[src/rtl/tlul_host_adapter_pkg.sv]
// Shared TL-UL definitions for the host adapter: bus widths, opcodes and
// the bit offsets of the flattened h2d/d2h vectors.
package tlul_host_adapter_pkg;

  localparam int TL_AW  = 32;
  localparam int TL_DW  = 32;
  localparam int TL_AIW = 8;
  localparam int TL_DIW = 1;
  localparam int TL_DBW = 4;
  localparam int TL_SZW = 2;
  localparam int TL_DUW = 16;

  localparam int H2D_W = 102;
  localparam int D2H_W = 68;

  typedef enum logic [2:0] {
    PutFullData    = 3'h0,
    PutPartialData = 3'h1,
    Get            = 3'h4
  } tl_a_op_e;

  typedef enum logic [2:0] {
    AccessAck     = 3'h0,
    AccessAckData = 3'h1
  } tl_d_op_e;

  // h2d (A channel + d_ready) field offsets
  localparam int H2D_A_VALID    = 101;
  localparam int H2D_OPCODE_LSB = 98;
  localparam int H2D_PARAM_LSB  = 95;
  localparam int H2D_SIZE_LSB   = 93;
  localparam int H2D_SOURCE_LSB = 85;
  localparam int H2D_ADDR_LSB   = 53;
  localparam int H2D_MASK_LSB   = 49;
  localparam int H2D_DATA_LSB   = 17;
  localparam int H2D_USER_LSB   = 1;
  localparam int H2D_D_READY    = 0;

  // d2h (D channel + a_ready) field offsets
  localparam int D2H_D_VALID    = 67;
  localparam int D2H_OPCODE_LSB = 64;
  localparam int D2H_PARAM_LSB  = 61;
  localparam int D2H_SIZE_LSB   = 59;
  localparam int D2H_SOURCE_LSB = 51;
  localparam int D2H_SINK       = 50;
  localparam int D2H_DATA_LSB   = 18;
  localparam int D2H_USER_LSB   = 2;
  localparam int D2H_ERROR      = 1;
  localparam int D2H_A_READY    = 0;

  // ID width: a single outstanding slot still needs one bit of index.
  function automatic int idx_width(input int n);
    if (n <= 2) begin
      return 1;
    end else begin
      return $clog2(n);
    end
  endfunction

endpackage

[src/rtl/tlul_host_adapter_if.sv]
// Core-side req/gnt/rvalid memory port bundled for the TL-UL host adapter.
interface tlul_host_adapter_if;
  logic        req_i;
  logic        gnt_o;
  logic        we_i;
  logic [3:0]  be_i;
  logic [31:0] addr_i;
  logic [31:0] wdata_i;
  logic        rvalid_o;
  logic [31:0] rdata_o;
  logic        err_o;

  modport master (
    output req_i, we_i, be_i, addr_i, wdata_i,
    input  gnt_o, rvalid_o, rdata_o, err_o
  );

  modport slave (
    input  req_i, we_i, be_i, addr_i, wdata_i,
    output gnt_o, rvalid_o, rdata_o, err_o
  );
endinterface

[src/rtl/tlul_host_adapter_prim_id_fifo.sv]
// Circular FIFO of in-flight source indices, in request order; the head is
// the ID the next D response must carry.
module prim_id_fifo #(
  parameter int unsigned Depth = 2,
  parameter int unsigned Width = 1,
  parameter int unsigned CntW  = 5
) (
  input  logic             clk_i,
  input  logic             rst_ni,
  input  logic             push,
  input  logic [Width-1:0] wdata,
  input  logic             pop,
  output logic [Width-1:0] head,
  output logic             full,
  output logic             empty,
  output logic [CntW-1:0]  count
);

  localparam int unsigned PtrW = (Depth <= 2) ? 1 : $clog2(Depth);
  localparam logic [PtrW-1:0] LastPtr = PtrW'(Depth - 1);
  localparam logic [CntW-1:0] DepthCnt = CntW'(Depth);

  logic [Width-1:0] mem_r [Depth];
  logic [PtrW-1:0]  wr_ptr_r;
  logic [PtrW-1:0]  rd_ptr_r;
  logic [CntW-1:0]  count_r;
  logic             push_ok_s;
  logic             pop_ok_s;

  assign full      = (count_r == DepthCnt);
  assign empty     = (count_r == {CntW{1'b0}});
  assign push_ok_s = push & ~full;
  assign pop_ok_s  = pop & ~empty;
  assign head      = mem_r[rd_ptr_r];
  assign count     = count_r;

  // Storage, wrapping pointers and occupancy count.
  always_ff @(posedge clk_i or negedge rst_ni) begin
    if (!rst_ni) begin
      for (int i = 0; i < int'(Depth); i++) begin
        mem_r[i] <= {Width{1'b0}};
      end
      wr_ptr_r <= {PtrW{1'b0}};
      rd_ptr_r <= {PtrW{1'b0}};
      count_r  <= {CntW{1'b0}};
    end else begin
      if (push_ok_s) begin
        mem_r[wr_ptr_r] <= wdata;
        wr_ptr_r <= (wr_ptr_r == LastPtr) ? {PtrW{1'b0}} : wr_ptr_r + PtrW'(1);
      end
      if (pop_ok_s) begin
        rd_ptr_r <= (rd_ptr_r == LastPtr) ? {PtrW{1'b0}} : rd_ptr_r + PtrW'(1);
      end
      case ({push_ok_s, pop_ok_s})
        2'b10:   count_r <= count_r + CntW'(1);
        2'b01:   count_r <= count_r - CntW'(1);
        default: count_r <= count_r;
      endcase
    end
  end

endmodule

[src/rtl/tlul_host_adapter.sv]
// Bridge from a core req/gnt/rvalid port to a flattened TL-UL host port with
// up to MaxReqs outstanding requests and in-order response checking.
module tlul_host_adapter
  import tlul_host_adapter_pkg::*;
#(
  parameter int unsigned MaxReqs    = 2,
  parameter logic [7:0]  SourceBase = 8'h00
) (
  input  logic                 clk_i,
  input  logic                 rst_ni,
  tlul_host_adapter_if.slave   core,
  output logic [H2D_W-1:0]     tl_o,
  input  logic [D2H_W-1:0]     tl_i,
  output logic [4:0]           outstanding_o,
  output logic                 proto_err_o
);

  localparam int unsigned IdxW = idx_width(MaxReqs);
  localparam logic [IdxW-1:0] LastIdx = IdxW'(MaxReqs - 1);

  logic              full_s;
  logic              empty_s;
  logic              a_valid_s;
  logic              a_hs_s;
  logic              d_valid_s;
  logic              pop_s;
  logic              mismatch_s;
  logic              unexpected_s;
  logic [IdxW-1:0]   idx_r;
  logic [IdxW-1:0]   head_s;
  logic [TL_AIW-1:0] a_source_s;
  logic [TL_AIW-1:0] head_source_s;
  logic [TL_AIW-1:0] d_source_s;
  logic [4:0]        count_s;
  logic              proto_err_r;
  tl_a_op_e          a_opcode_s;
  logic              unused_d2h_s;

  assign a_valid_s     = core.req_i & ~full_s;
  assign a_hs_s        = a_valid_s & tl_i[D2H_A_READY];
  assign d_valid_s     = tl_i[D2H_D_VALID];
  assign d_source_s    = tl_i[D2H_SOURCE_LSB +: TL_AIW];
  assign pop_s         = d_valid_s & ~empty_s;
  assign unexpected_s  = d_valid_s & empty_s;
  assign a_source_s    = SourceBase | TL_AIW'(idx_r);
  assign head_source_s = SourceBase | TL_AIW'(head_s);
  assign mismatch_s    = pop_s & (d_source_s != head_source_s);
  assign outstanding_o = count_s;
  assign proto_err_o   = proto_err_r;

  assign unused_d2h_s = ^{tl_i[D2H_OPCODE_LSB +: 3], tl_i[D2H_PARAM_LSB +: 3],
                          tl_i[D2H_SIZE_LSB +: TL_SZW], tl_i[D2H_SINK +: TL_DIW],
                          tl_i[D2H_USER_LSB +: TL_DUW]};

  prim_id_fifo #(
    .Depth (MaxReqs),
    .Width (IdxW),
    .CntW  (5)
  ) u_id_fifo (
    .clk_i  (clk_i),
    .rst_ni (rst_ni),
    .push   (a_hs_s),
    .wdata  (idx_r),
    .pop    (pop_s),
    .head   (head_s),
    .full   (full_s),
    .empty  (empty_s),
    .count  (count_s)
  );

  // A-channel opcode selection from the write flag and byte enables.
  always_comb begin
    a_opcode_s = Get;
    if (!core.we_i) begin
      a_opcode_s = Get;
    end else if (core.be_i == 4'hf) begin
      a_opcode_s = PutFullData;
    end else begin
      a_opcode_s = PutPartialData;
    end
  end

  // Flattened A channel; d_ready is tied high since responses are never stalled.
  always_comb begin
    tl_o = {H2D_W{1'b0}};
    tl_o[H2D_A_VALID]                  = a_valid_s;
    tl_o[H2D_OPCODE_LSB +: 3]          = a_opcode_s;
    tl_o[H2D_PARAM_LSB +: 3]           = 3'h0;
    tl_o[H2D_SIZE_LSB +: TL_SZW]       = 2'd2;
    tl_o[H2D_SOURCE_LSB +: TL_AIW]     = a_source_s;
    tl_o[H2D_ADDR_LSB +: TL_AW]        = {core.addr_i[31:2], 2'b00};
    tl_o[H2D_MASK_LSB +: TL_DBW]       = core.we_i ? core.be_i : 4'hf;
    tl_o[H2D_DATA_LSB +: TL_DW]        = core.we_i ? core.wdata_i : 32'h0;
    tl_o[H2D_USER_LSB +: TL_DUW]       = 16'h0;
    tl_o[H2D_D_READY]                  = 1'b1;
  end

  // Core-side grant and response; a wrong source is reported as an error response.
  always_comb begin
    core.gnt_o    = a_hs_s;
    core.rvalid_o = pop_s;
    if (pop_s) begin
      core.rdata_o = tl_i[D2H_DATA_LSB +: TL_DW];
      core.err_o   = mismatch_s | tl_i[D2H_ERROR];
    end else begin
      core.rdata_o = 32'h0;
      core.err_o   = 1'b0;
    end
  end

  // Source index allocation and the sticky protocol-violation flag.
  always_ff @(posedge clk_i or negedge rst_ni) begin
    if (!rst_ni) begin
      idx_r       <= {IdxW{1'b0}};
      proto_err_r <= 1'b0;
    end else begin
      if (a_hs_s) begin
        idx_r <= (idx_r == LastIdx) ? {IdxW{1'b0}} : idx_r + IdxW'(1);
      end else begin
        idx_r <= idx_r;
      end
      if (mismatch_s || unexpected_s) begin
        proto_err_r <= 1'b1;
      end else begin
        proto_err_r <= proto_err_r;
      end
    end
  end

endmodule
[src/flat_wrapper.sv]
// flat-port wrapper written by rule: the top's interface ports become plain ports
module tlul_host_adapter_flat import tlul_host_adapter_pkg::*;
#(
  parameter int unsigned MaxReqs    = 2,
  parameter logic [7:0]  SourceBase = 8'h00
)
  (clk_i, rst_ni, tl_o, tl_i, outstanding_o, proto_err_o, core_req_i, core_we_i, core_be_i, core_addr_i, core_wdata_i, core_gnt_o, core_rvalid_o, core_rdata_o, core_err_o);
  tlul_host_adapter_if core_i ();
  input  logic clk_i;
  input  logic rst_ni;
  output logic [H2D_W-1:0] tl_o;
  input  logic [D2H_W-1:0] tl_i;
  output logic [4:0] outstanding_o;
  output logic proto_err_o;
  input wire logic [$bits(core_i.req_i)-1:0] core_req_i;
  input wire logic [$bits(core_i.we_i)-1:0] core_we_i;
  input wire logic [$bits(core_i.be_i)-1:0] core_be_i;
  input wire logic [$bits(core_i.addr_i)-1:0] core_addr_i;
  input wire logic [$bits(core_i.wdata_i)-1:0] core_wdata_i;
  output wire logic [$bits(core_i.gnt_o)-1:0] core_gnt_o;
  output wire logic [$bits(core_i.rvalid_o)-1:0] core_rvalid_o;
  output wire logic [$bits(core_i.rdata_o)-1:0] core_rdata_o;
  output wire logic [$bits(core_i.err_o)-1:0] core_err_o;
  assign core_i.req_i = core_req_i;
  assign core_i.we_i = core_we_i;
  assign core_i.be_i = core_be_i;
  assign core_i.addr_i = core_addr_i;
  assign core_i.wdata_i = core_wdata_i;
  assign core_gnt_o = core_i.gnt_o;
  assign core_rvalid_o = core_i.rvalid_o;
  assign core_rdata_o = core_i.rdata_o;
  assign core_err_o = core_i.err_o;
  tlul_host_adapter #(.MaxReqs(MaxReqs), .SourceBase(SourceBase)) u_core (.clk_i(clk_i), .rst_ni(rst_ni), .core(core_i), .tl_o(tl_o), .tl_i(tl_i), .outstanding_o(outstanding_o), .proto_err_o(proto_err_o));
endmodule
[config.mk]
export PLATFORM = sky130hd
export DESIGN_NAME = tlul_host_adapter_flat
export DESIGN_NICKNAME = d
export VERILOG_FILES = /design/src/rtl/tlul_host_adapter_pkg.sv /design/src/rtl/tlul_host_adapter_if.sv /design/src/rtl/tlul_host_adapter_prim_id_fifo.sv /design/src/rtl/tlul_host_adapter.sv /design/src/flat_wrapper.sv
export SDC_FILE = /design/constraint.sdc
export NUM_CORES = 1
export LEC_CHECK = 0
export BUFFER_PORTS_ARGS = -buffer_cell sky130_fd_sc_hd__buf_2
export CAP_MARGIN = 10
export CORE_AREA = 8 8 104 106
export DETAILED_ROUTE_END_ITERATION = 6
export DIE_AREA = 0 0 112 114
export PLACE_DENSITY_LB_ADDON = 0.25
export SYNTH_ARGS = -nofsm -noshare
export SYNTH_HDL_FRONTEND = slang
export SYNTH_HIERARCHICAL = 1
export SYNTH_SLANG_ARGS = --single-unit
export TNS_END_PERCENT = 1
[constraint.sdc]
create_clock -name clk_i -period 4.3 [get_ports clk_i]
set_input_delay 0.43 -clock clk_i [delete_from_list [all_inputs] [get_ports clk_i]]
set_output_delay 0.43 -clock clk_i [all_outputs]
set_load 0.1 [all_outputs]
==> qor.log, run 1 <==
INFO  sta            setup_viol_count_final=0
INFO  cts            cts_repair_resize_count=0
INFO  logic_synthesis seq_area_frac_synth=16.6%
INFO  worst_setup_path cp_slowest_cell=sky130_fd_sc_hd__or4_4
INFO  routing        postRouteAntennaNets=0
INFO  logic_synthesis synth.largest_area_cell=sky130_fd_sc_hd__buf_4
INFO  cts            clock_tree.root_cell=sky130_fd_sc_hd__clkbuf_8
INFO  floorplanning  dieArea=12,800um^2
INFO  placement      place.gp.congestion=0.769
INFO  power          pwr-share-comb=80.0%
INFO  cts            cts_buffer_depth=2
INFO  sta            post-route-min-period=3.35ns
INFO  global_route   first_pass_grt_wire_length=9.87mm
INFO  floorplanning  floorplan.initialDensity=18.2%
INFO  global_route   gr-max-usage-layer=met2
INFO  sta            worst-slew-pin-transition=0.515ns
INFO  finish         flow.area_growth_from_synthesis=36.9%
INFO  worst_setup_path reg2reg_depth=10
INFO  cts            cts_bufs_inserted=3
INFO  cts            clock_latency_of_the_later_clocked_register_in_the_worst_skew_pair=0.24ns
INFO  global_route   pin_count_of_the_biggest_net_entering_global_routing=38
INFO  routing        drt_pass1_iterations=4
INFO  floorplanning  die_span_in_y=114um
INFO  worst_setup_path reg2reg_to=u_core/u_id_fifo/count[4]
INFO  sta            setup-tns-final=0ns
INFO  worst_setup_path cp_slowest_stage_delay=0.59ns
INFO  floorplanning  die_width=112um
INFO  worst_setup_path startpoint_type=register
INFO  hold_path      hold_path.class=input port to asynchronous set/reset pin
INFO  logic_synthesis largest_cells_by_area_after_synthesis=sky130_fd_sc_hd__buf_4 29%, sky130_fd_sc_hd__and2_1 25%, sky130_fd_sc_hd__dfrtp_1 17%, sky130_fd_sc_hd__ha_1 3.0%, sky130_fd_sc_hd__xor2_1 2.6%
INFO  global_route   global_route.usage.total=9.45%
INFO  finish         n_antenna_cell=0
INFO  placement      place.port_buffers=163
INFO  logic_synthesis syn_area_per_cell=7.86um^2
INFO  placement      placed_cells_incl_taps=445
INFO  sta            rsz0062_at_grt=no
INFO  worst_setup_path worst_ep_arrival_time=3.45ns
INFO  logic_synthesis synthesis.instances=211
INFO  logic_synthesis post_synth_most_frequent_cells=65 x sky130_fd_sc_hd__and2_1, 64 x sky130_fd_sc_hd__buf_4, 11 x sky130_fd_sc_hd__dfrtp_1, 6 x sky130_fd_sc_hd__clkbuf_1, 6 x sky130_fd_sc_hd__inv_1
INFO  global_route   vias_in_the_first_global_route=1,702
INFO  sta            timing.final.hold_violations=0
INFO  sta            setup_slack=0.949ns
INFO  placement      dpl.hpwl=6.01mm
INFO  worst_setup_path crit_required=4.40ns
INFO  cts            cts_post_setup_buffers_inserted=0
INFO  worst_setup_path crit_type=register to register
INFO  power          power_density=683nW/um^2
INFO  routing        detail_route.vias_per_cell=3.69
INFO  power          clkPwrFrac=6.8%
INFO  power          irDropWorstVdd=0.291mV
INFO  logic_synthesis synthesis.yosys.warnings=6
INFO  worst_setup_path path_cells=or4_4 > nor2_1 > and2b_1 > nor2b_1 > ha_1 > ha_1 > nor2b_1 > or4_1 > nand4_1 > o311ai_0
INFO  worst_setup_path timing.critical_path.to_type=register
INFO  routing        drcViolationCount=0
INFO  power          switching_pwr=1.09mW
INFO  global_route   grtUsageMet1=9.36%
INFO  cts            cts.hold.buffers_added=0
INFO  finish         final_net_count=484
INFO  sta            relSlewSlack=65.9%
INFO  worst_setup_path timing.rr.start=u_core/u_id_fifo/count[0]
INFO  finish         final_cells=449
INFO  global_route   grt_remaining_overflow=0
INFO  cts            path_clk_slew=0.05ns
INFO  worst_setup_path worstPathMaxFanout=7
INFO  logic_synthesis synth-async-reset-ratio=100%
INFO  logic_synthesis postSynthRegisterBits=11
INFO  sta            fin_skew=0.00305ns
INFO  logic_synthesis synth_flop_cell=sky130_fd_sc_hd__dfrtp_1
INFO  global_route   number_of_antenna_violations_at_the_first_check_in_global_routing=0
INFO  global_route   grt_use_met3=4.01%
INFO  logic_synthesis synth.top_cell.area_share=29.0%
INFO  placement      pre_cts_ws=0.962ns
INFO  logic_synthesis netlist-cell-type-count=38
INFO  sta            maxSlewViolCount=0
INFO  global_route   grt_use_met2=17.3%
INFO  power          switching_share=70.3%
INFO  floorplanning  floorplan_row_count=35
INFO  logic_synthesis yosysMostFrequentCell=sky130_fd_sc_hd__and2_1
INFO  routing        drt_first_iter_violations=68
INFO  flow_run       drv.max_cap_violation_count=0
INFO  power          share_seq_of_total_power=13.2%
INFO  cts            cts.sinks=11
INFO  floorplanning  io_pins=283
INFO  sta            fin_crit_sh=77.9%
INFO  power          p_leak=1.32nW
INFO  sta            maxClockFrequency=0.298GHz
INFO  finish         proportion_of_layout_cells_with_a_drive_suffix_above_1=51.8%
INFO  cts            cts_tree=built
INFO  outcome        run_status=complete, no violations
INFO  logic_synthesis post_synth_instance_area=1660um^2
INFO  finish         num-fill-cells=1,037
INFO  routing        detailroute.via_count=1,656
INFO  routing        wl=6.83mm
INFO  logic_synthesis synth_edf_count=0
INFO  power          internal_power=0.460mW
INFO  floorplanning  fp.coreArea=9110um^2
INFO  cts            htree_num_levels=1
INFO  worst_setup_path ff_to_ff_setup_slack=0.95ns
INFO  routing        routed_wire_length_per_instance=15.2um
-- metrics by stage --
stage / hold WS (ns) / instance area, um^2 / util (%) / power (mW)
after CTS: 0.0643 / 2270 / 24.9 / 1.56
after detailed placement: 0.322 / 2220 / 24.4 / 1.45
after global routing: 0.0639 / 2270 / 24.9 / 1.63
after global placement: 0.319 / 2220 / 24.4 / 1.44
after floorplan: 0.134 / 1770 / - / 1.41
final: 0.0530 / 2270 / 24.9 / 1.55
-- routing by layer --
| metal | part of all wire (%) | up-vias |
|---|---|---|
| met2 | 51 | 89 |
| met3 | 11 | 25 |
| met5 | 0 | - |
| met1 | 36 | 718 |
| li1 | - | 824 |
| met4 | 2.7 | 0 |
-- final cells by class --
cell class,count,area (um^2),share of cell area (%)
Sequential cell,11,275,12.1
Tap cell,111,139,6.12
Inverter,6,22.5,0.992
Multi-Input combinational cell,153,965,42.5
Timing Repair Buffer,164,823,36.3
Clock buffer,4,45.0,1.98
-- worst max-delay path: cells and delay by family, from the launching register on --
kind,cells,cell delay [ns]
flops,1,0.43
simple gates,7,2.02
compound gates,1,0.11
fa+ha+maj,2,0.65
-- kinds of logic (layout without fill, tap and decap cells) --
family | Yosys count | count (layout) | share of synthesized area, %
simple gates | 91 | 91 | 34.3
buf+inv | 77 | 174 | 32.0
compound gates | 15 | 15 | 6.49
flops | 11 | 11 | 16.6
xor+xnor | 7 | 7 | 3.70
fa+ha+maj | 5 | 5 | 4.23
mux | 3 | 3 | 2.19
other cells | 2 | 32 | 0.453
-- sequential cells by signal (all words and copies together) (netlist names) --
signal,cells
u_core/u_id_fifo/mem_r,2
u_core/u_id_fifo/wr_ptr_r,1
u_core/u_id_fifo/rd_ptr_r,1
u_core/idx_r,1
u_core/u_id_fifo/count,5
u_core/proto_err_o,1
-- cells in the final DEF, fill, tap and decap left out, types with 2 or more instances in the layout --
cell and instances:
sky130_fd_sc_hd__dfrtp_1 11, sky130_fd_sc_hd__buf_2 163, sky130_fd_sc_hd__nand2b_1 5, sky130_fd_sc_hd__or4_4 2
sky130_fd_sc_hd__xnor2_1 2, sky130_fd_sc_hd__clkbuf_8 3, sky130_fd_sc_hd__nor2b_1 3, sky130_fd_sc_hd__xor2_1 5
sky130_fd_sc_hd__a21oi_1 2, sky130_fd_sc_hd__ha_1 4, sky130_fd_sc_hd__nor2_1 4, sky130_fd_sc_hd__nand2_1 3
sky130_fd_sc_hd__o21ai_0 5, sky130_fd_sc_hd__inv_1 6, sky130_fd_sc_hd__and2_1 65, sky130_fd_sc_hd__conb_1 32
-- worst max path at each step --
stage,from,endpoint,slack (ns),cells past startpoint
2_1_floorplan,u_core/u_id_fifo/count[0],core_err_o,0.01,4
3_3_place_gp,u_core/u_id_fifo/count[0],u_core/u_id_fifo/count[4],1.03,10
3_5_place_dp,u_core/u_id_fifo/count[0],u_core/u_id_fifo/count[4],0.96,10
4_1_cts,u_core/u_id_fifo/count[0],u_core/u_id_fifo/count[4],0.96,10
5_1_grt,u_core/u_id_fifo/count[0],u_core/u_id_fifo/count[4],0.82,10
6_report,u_core/u_id_fifo/count[0],u_core/u_id_fifo/count[4],0.95,10
-- power by group through the flow --
| stage | sequential [mW] | combinational, mW | clock, mW |
|---|---|---|---|
| 6_report | 0.205 | 1.24 | 0.105 |
| 3_3_place_gp | 0.205 | 1.24 | 0 |
| 3_5_place_dp | 0.207 | 1.24 | 0 |
| 5_1_grt | 0.214 | 1.30 | 0.114 |
| 4_1_cts | 0.206 | 1.25 | 0.108 |
| 2_1_floorplan | 0.366 | 1.05 | 0 |
No activity file was read; power rests on OpenSTA's default activity.
==> run 2: changes to the inputs <==
==> constraint.sdc (replaced) <==
create_clock -name clk_i -period 3.5 [get_ports clk_i]
set_input_delay 0.35 -clock clk_i [delete_from_list [all_inputs] [get_ports clk_i]]
set_output_delay 0.35 -clock clk_i [all_outputs]
set_load 0.1 [all_outputs]
==> qor.log, run 2 (synthesis results as in run 1) <==
INFO  finish         num-fill-cells=1,007 [-2.9%]
INFO  routing        drt_first_iter_violations=38 [-44%]
INFO  routing        detail_route.vias_per_cell=3.71 [+0.50%]
INFO  global_route   number_of_antenna_violations_at_the_first_check_in_global_routing=0 [unchanged]
INFO  global_route   global_route.usage.total=8.04% [-1.4 points]
INFO  finish         n_antenna_cell=0 [unchanged]
INFO  placement      place.gp.congestion=0.846 [+10%]
INFO  cts            cts_post_setup_buffers_inserted=0 [unchanged]
INFO  placement      placed_cells_incl_taps=445 [unchanged]
INFO  finish         proportion_of_layout_cells_with_a_drive_suffix_above_1=51.6% [-0.15 points]
INFO  global_route   first_pass_grt_wire_length=8.55mm [-13%]
INFO  cts            path_clk_slew=0.05ns [about the same]
INFO  global_route   vias_in_the_first_global_route=1,688 [-0.82%]
INFO  power          switching_pwr=1.32mW [+21%]
INFO  sta            fin_crit_sh=92.6% [+15 points]
INFO  worst_setup_path crit_required=3.59ns [-0.81 ns]
INFO  cts            cts_tree=built
INFO  finish         final_cells=450 [+0.22%]
INFO  power          internal_power=0.566mW [+23%]
INFO  sta            post-route-min-period=3.24ns [-0.111 ns]
INFO  floorplanning  floorplan.initialDensity=18.2% [unchanged]
INFO  placement      dpl.hpwl=5.18mm [-14%]
INFO  finish         area_taken_by_multi_input_logic_gates=965um^2 [unchanged]
INFO  sta            timing.final.hold_violations=0 [unchanged]
INFO  routing        postRouteAntennaNets=0 [unchanged]
INFO  cts            htree_num_levels=1 [unchanged]
INFO  worst_setup_path worst_ep_arrival_time=3.33ns [-0.12 ns]
INFO  routing        detailroute.via_count=1,668 [+0.72%]
INFO  cts            cts_bufs_inserted=3 [unchanged]
INFO  floorplanning  die_width=112um [unchanged]
INFO  power          irDropWorstVdd=0.227mV [-22%]
INFO  flow_run       drv.max_cap_violation_count=0 [unchanged]
INFO  power          share_seq_of_total_power=13.3% [about the same]
INFO  sta            setup-tns-final=0ns [unchanged]
INFO  cts            clock_tree.root_cell=sky130_fd_sc_hd__clkbuf_8
INFO  worst_setup_path startpoint_type=register
INFO  routing        drt_pass1_iterations=4 [unchanged]
INFO  finish         flip_flop_count_of_the_largest_register_all_copies_and_words_added=5 [unchanged]
INFO  outcome        run_status=complete, no violations
INFO  sta            setup_slack=0.260ns [-0.689 ns]
INFO  sta            maxClockFrequency=0.309GHz [+3.4%]
INFO  cts            cts_buffer_depth=2 [unchanged]
INFO  placement      pre_cts_ws=0.265ns [-0.697 ns]
INFO  sta            setup_viol_count_final=0 [unchanged]
INFO  cts            clock_latency_of_the_later_clocked_register_in_the_worst_skew_pair=0.23ns [about the same]
INFO  global_route   pin_count_of_the_biggest_net_entering_global_routing=38 [unchanged]
INFO  finish         final_net_count=485 [+0.21%]
INFO  finish         layout_commonest_cell=sky130_fd_sc_hd__buf_2
INFO  floorplanning  fp.coreArea=9110um^2 [unchanged]
INFO  power          switching_share=70.0% [-0.32 points]
INFO  floorplanning  io_pins=283 [unchanged]
INFO  floorplanning  die_span_in_y=114um [unchanged]
INFO  routing        wl=5.80mm [-15%]
INFO  floorplanning  floorplan_row_count=35 [unchanged]
INFO  power          pwr-share-comb=80.2% [+0.2 points]
INFO  power          clkPwrFrac=6.6% [-0.2 points]
INFO  sta            rsz0062_at_grt=no
INFO  placement      place.port_buffers=163 [unchanged]
INFO  routing        routed_wire_length_per_instance=12.9um [-15%]
INFO  power          p_leak=1.32nW [+0.36%]
INFO  finish         most_used_cells_in_the_layout_excluding_fill_and_tap_cells=163 x sky130_fd_sc_hd__buf_2, 65 x sky130_fd_sc_hd__and2_1, 32 x sky130_fd_sc_hd__conb_1
INFO  worst_setup_path worstPathMaxFanout=7 [unchanged]
INFO  power          power_density=827nW/um^2 [+21%]
INFO  sta            fin_skew=0.000875ns [-0.00217 ns]
INFO  routing        drcViolationCount=0 [unchanged]
INFO  cts            cts.sinks=11 [unchanged]
INFO  worst_setup_path crit_type=register to register
INFO  global_route   grt_remaining_overflow=0 [unchanged]
INFO  sta            maxSlewViolCount=0 [unchanged]
INFO  floorplanning  dieArea=12,800um^2 [unchanged]
INFO  sta            fin_hold_ws=0.395ns [+0.342 ns]
INFO  finish         flow.area_growth_from_synthesis=37.5%
INFO  worst_setup_path timing.critical_path.to_type=register
INFO  finish         seqCellArea=275um^2 [unchanged]
INFO  hold_path      hold_path.class=input port to register
## run 2: cell count changes in the layout (fill, tap and decap cells not counted)
| cell | change |
|---|---|
| sky130_fd_sc_hd__a21boi_0 | -1 |
| sky130_fd_sc_hd__a21boi_1 | +1 |
| sky130_fd_sc_hd__dlygate4sd3_1 | +1 |
## run 2: metrics by stage
step	util, %	power [mW]	cell area [um^2]
2_1_floorplan	-	1.74	1770
3_3_place_gp	24.4	1.77	2220
3_5_place_dp	24.4	1.77	2220
4_1_cts	25.0	1.90	2280
5_1_grt	25.0	1.98	2280
6_report	25.0	1.89	2280
## run 2: repair_timing
action / in CTS / in global routing
endpoints found under the setup margin: 0 / 0
endpoints found under the hold margin: 11 / 0
gates resized for setup: 0 / 0
hold buffers: 1 / 0
## run 2: worst max-delay path: stages, from the launching register on
cell and delay, ns:
sky130_fd_sc_hd__dfrtp_1 0.42, sky130_fd_sc_hd__or4_4 0.59, sky130_fd_sc_hd__nor2_1 0.23, sky130_fd_sc_hd__and2b_1 0.23, sky130_fd_sc_hd__nor2b_1 0.15, sky130_fd_sc_hd__ha_1 0.30, sky130_fd_sc_hd__ha_1 0.35, sky130_fd_sc_hd__nor2b_1 0.16
sky130_fd_sc_hd__or4_1 0.46, sky130_fd_sc_hd__nand4_1 0.10, sky130_fd_sc_hd__o311ai_0 0.11
## run 2: power groups by stage
stage	clock (mW)	sequential, mW	combinational, mW
2_1_floorplan	0	0.449	1.29
3_3_place_gp	0	0.253	1.51
3_5_place_dp	0	0.252	1.52
4_1_cts	0.129	0.250	1.52
5_1_grt	0.140	0.262	1.58
6_report	0.124	0.250	1.51
## run 2: area by class of cell
type / instances / share of cell area [%]
clock buffers: 4 / 1.98
inverters: 6 / 0.988
multi-input cells: 153 / 42.3
repair buffers: 165 / 36.6
flip-flops and latches: 11 / 12.1
well taps: 111 / 6.09
## run 2: final timing paths
check / slack, ns / cells after the start / startpoint / endpoint
hold reg to reg: 0.50 / 1 / u_core/u_id_fifo/rd_ptr_r / u_core/u_id_fifo/rd_ptr_r
hold / removal: 0.40 / 3 / tl_i[67] / u_core/proto_err_o
min in group asynchronous: 0.52 / 2 / rst_ni / u_core/u_id_fifo/count[3]
max in group asynchronous: 2.78 / 2 / rst_ni / u_core/u_id_fifo/count[1]
setup / recovery: 0.26 / 10 / u_core/u_id_fifo/count[0] / u_core/u_id_fifo/count[4]
setup reg to reg: 0.26 / 10 / u_core/u_id_fifo/count[0] / u_core/u_id_fifo/count[4]
## run 2: metal layers
metal / routed length [um] / track usage (%) / vias to the layer above
li1: - / - / 823
met1: 2090 / 7.66 / 691
met2: 2750 / 13.9 / 134
met3: 797 / 4.65 / 20
met4: 166 / 3.69 / 0
met5: 0 / 0 / -
==> run 3: changes to the inputs <==
--- a/config.mk
+++ b/config.mk
@@ -8,6 +8,7 @@
 export BUFFER_PORTS_ARGS = -buffer_cell sky130_fd_sc_hd__buf_2
 export CAP_MARGIN = 10
 export CORE_AREA = 8 8 104 106
+export CTS_BUF_LIST = sky130_fd_sc_hd__clkbuf_16
 export DETAILED_ROUTE_END_ITERATION = 6
 export DIE_AREA = 0 0 112 114
 export PLACE_DENSITY_LB_ADDON = 0.25
==> qor.log, run 3 (synthesis results as in run 1) <==
INFO  power          irDropWorstVdd=0.229mV [+0.79%]
INFO  sta            setup-tns-final=0ns [unchanged]
INFO  cts            clock_tree.root_cell=sky130_fd_sc_hd__clkbuf_16
INFO  placement      place.port_buffers=163 [unchanged]
INFO  placement      dpl.hpwl=5.18mm [unchanged]
INFO  global_route   grt_remaining_overflow=0 [unchanged]
INFO  power          switching_pwr=1.33mW [+0.64%]
INFO  routing        drcViolationCount=0 [unchanged]
INFO  floorplanning  dieArea=12,800um^2 [unchanged]
INFO  sta            rsz0062_at_grt=no
INFO  sta            fin_skew=0.00156ns [+0.000689 ns]
INFO  routing        drt_pass1_iterations=4 [unchanged]
INFO  finish         area_taken_by_multi_input_logic_gates=965um^2 [unchanged]
INFO  power          internal_power=0.636mW [+12%]
INFO  power          clkPwrFrac=10.3% [+3.7 points]
INFO  worst_setup_path worst_ep_arrival_time=3.35ns [+0.02 ns]
INFO  worst_setup_path timing.critical_path.to_type=register
INFO  cts            cts_repair_resize_count=0 [unchanged]
INFO  power          share_seq_of_total_power=12.7% [-0.6 points]
INFO  floorplanning  die_span_in_y=114um [unchanged]
INFO  global_route   vias_in_the_first_global_route=1,690 [+0.12%]
INFO  sta            setup_slack=0.247ns [-0.0128 ns]
INFO  sta            setup_viol_count_final=0 [unchanged]
INFO  finish         num-fill-cells=1,003 [-0.40%]
INFO  routing        detailroute.via_count=1,666 [-0.12%]
INFO  placement      post_dp_cell_area=2220um^2 [unchanged]
INFO  floorplanning  io_pins=283 [unchanged]
INFO  routing        routed_wire_length_per_instance=12.9um [+0.36%]
INFO  worst_setup_path worstPathMaxFanout=7 [unchanged]
INFO  floorplanning  floorplan_row_count=35 [unchanged]
INFO  sta            fin_crit_sh=92.9% [+0.37 points]
INFO  sta            fin_hold_ws=0.396ns [+0.00102 ns]
INFO  worst_setup_path startpoint_type=register
INFO  placement      pre_cts_ws=0.265ns [unchanged]
INFO  outcome        run_status=complete, no violations
INFO  cts            clock_latency_of_the_later_clocked_register_in_the_worst_skew_pair=0.24ns [about the same]
INFO  worst_setup_path crit_required=3.60ns [about the same]
INFO  power          pwr-share-comb=77.0% [-3.2 points]
INFO  cts            cts_buffer_depth=2 [unchanged]
INFO  global_route   number_of_antenna_violations_at_the_first_check_in_global_routing=0 [unchanged]
INFO  routing        detail_route.vias_per_cell=3.70 [-0.12%]
INFO  cts            cts.sinks=11 [unchanged]
INFO  finish         n_antenna_cell=0 [unchanged]
INFO  finish         postLayoutCellArea=2310um^2 [+1.5%]
INFO  routing        drt_first_iter_violations=31 [-18%]
INFO  floorplanning  fp.coreArea=9110um^2 [unchanged]
INFO  cts            cts_bufs_inserted=3 [unchanged]
INFO  routing        postRouteAntennaNets=0 [unchanged]
INFO  hold_path      hold_path.class=input port to register
INFO  sta            maxSlewViolCount=0 [unchanged]
INFO  sta            maxClockFrequency=0.307GHz [-0.39%]
INFO  worst_setup_path ff_to_ff_setup_slack=0.25ns [about the same]
INFO  global_route   first_pass_grt_wire_length=8.58mm [+0.40%]
INFO  placement      place.gp.congestion=0.846 [unchanged]
INFO  sta            post-route-min-period=3.25ns [+0.0128 ns]
INFO  flow_run       drv.max_cap_violation_count=0 [unchanged]
INFO  finish         proportion_of_layout_cells_with_a_drive_suffix_above_1=51.6% [unchanged]
INFO  global_route   global_route.usage.total=8.09% [+0.055 points]
INFO  cts            cts_post_setup_buffers_inserted=0 [unchanged]
INFO  finish         layout_commonest_cell=sky130_fd_sc_hd__buf_2
INFO  sta            timing.final.hold_violations=0 [unchanged]
INFO  floorplanning  die_width=112um [unchanged]
INFO  power          finalPower=1.96mW [+4.2%]
INFO  finish         flip_flop_count_of_the_largest_register_all_copies_and_words_added=5 [unchanged]
INFO  cts            htree_num_levels=1 [unchanged]
INFO  finish         flow.area_growth_from_synthesis=39.5%
INFO  power          power_density=849nW/um^2 [+2.7%]
INFO  routing        wl=5.82mm [+0.36%]
INFO  cts            path_clk_slew=0.04ns [about the same]
INFO  global_route   pin_count_of_the_biggest_net_entering_global_routing=38 [unchanged]
INFO  worst_setup_path crit_type=register to register
INFO  floorplanning  floorplan.initialDensity=18.2% [unchanged]
INFO  finish         most_used_cells_in_the_layout_excluding_fill_and_tap_cells=163 x sky130_fd_sc_hd__buf_2, 65 x sky130_fd_sc_hd__and2_1, 32 x sky130_fd_sc_hd__conb_1
INFO  finish         final_net_count=485 [unchanged]
INFO  power          switching_share=67.6% [-2.4 points]
INFO  cts            cts_tree=built
INFO  power          p_leak=1.34nW [+1.5%]
INFO  finish         seqCellArea=275um^2 [unchanged]
## run 3: changes by cell type in the layout (fill, tap and decap cells not counted)
cell                        before  now
sky130_fd_sc_hd__clkbuf_16       0    3
sky130_fd_sc_hd__clkbuf_8        3    0
sky130_fd_sc_hd__clkbuf_1        1    0
sky130_fd_sc_hd__inv_1           6    7
## run 3: layout make-up
type / instances / share of cell area, %
clock inverters: 1 / 0.162
well taps: 111 / 6.00
multi-input cells: 153 / 41.7
clock buffers: 3 / 3.24
repair buffers: 165 / 36.0
flip-flops and latches: 11 / 11.9
inverters: 6 / 0.973
## run 3: power groups by stage
stage          registers, mW  logic (mW)  clock network, mW
2_1_floorplan          0.449        1.29                  0
3_3_place_gp           0.253        1.51                  0
3_5_place_dp           0.252        1.52                  0
4_1_cts                0.251        1.52              0.208
5_1_grt                0.262        1.58              0.219
6_report               0.250        1.51              0.202
## run 3: final timing paths
check | start | to | cells past startpoint
hold / removal | tl_i[67] | u_core/proto_err_o | 3
min in group asynchronous | rst_ni | u_core/u_id_fifo/count[3] | 2
setup reg to reg | u_core/u_id_fifo/count[0] | u_core/u_id_fifo/count[4] | 10
max in group asynchronous | rst_ni | u_core/proto_err_o | 2
hold reg to reg | u_core/u_id_fifo/rd_ptr_r | u_core/u_id_fifo/rd_ptr_r | 1
setup / recovery | u_core/u_id_fifo/count[0] | u_core/u_id_fifo/count[4] | 10
## run 3: worst max-delay path, stage by stage, from the launching register on
cell                       delay (ns)
sky130_fd_sc_hd__dfrtp_1         0.42
sky130_fd_sc_hd__or4_4           0.59
sky130_fd_sc_hd__nor2_1          0.23
sky130_fd_sc_hd__and2b_1         0.23
sky130_fd_sc_hd__nor2b_1         0.15
sky130_fd_sc_hd__ha_1            0.30
sky130_fd_sc_hd__ha_1            0.35
sky130_fd_sc_hd__nor2b_1         0.16
sky130_fd_sc_hd__or4_1           0.46
sky130_fd_sc_hd__nand4_1         0.10
sky130_fd_sc_hd__o311ai_0        0.11
## run 3: timing repair
item / in CTS / in global routing
endpoints found under the setup margin: 0 / 0
endpoints found under the hold margin: 11 / 0
hold buffers: 1 / 0
## run 3: through the flow
stage	instances	util, %
2_1_floorplan	241	-
3_3_place_gp	445	24.4
3_5_place_dp	445	24.4
4_1_cts	450	25.4
5_1_grt	450	25.4
6_report	450	25.4
## run 3: layer usage
metal  GRT usage (%)  part of all wire [%]  vias up
li1                -                     -      823
met1            7.72                    36      688
met2            13.9                    47      135
met3            4.65                    14       20
met4            3.96                   3.0        0
met5               0                     0        -
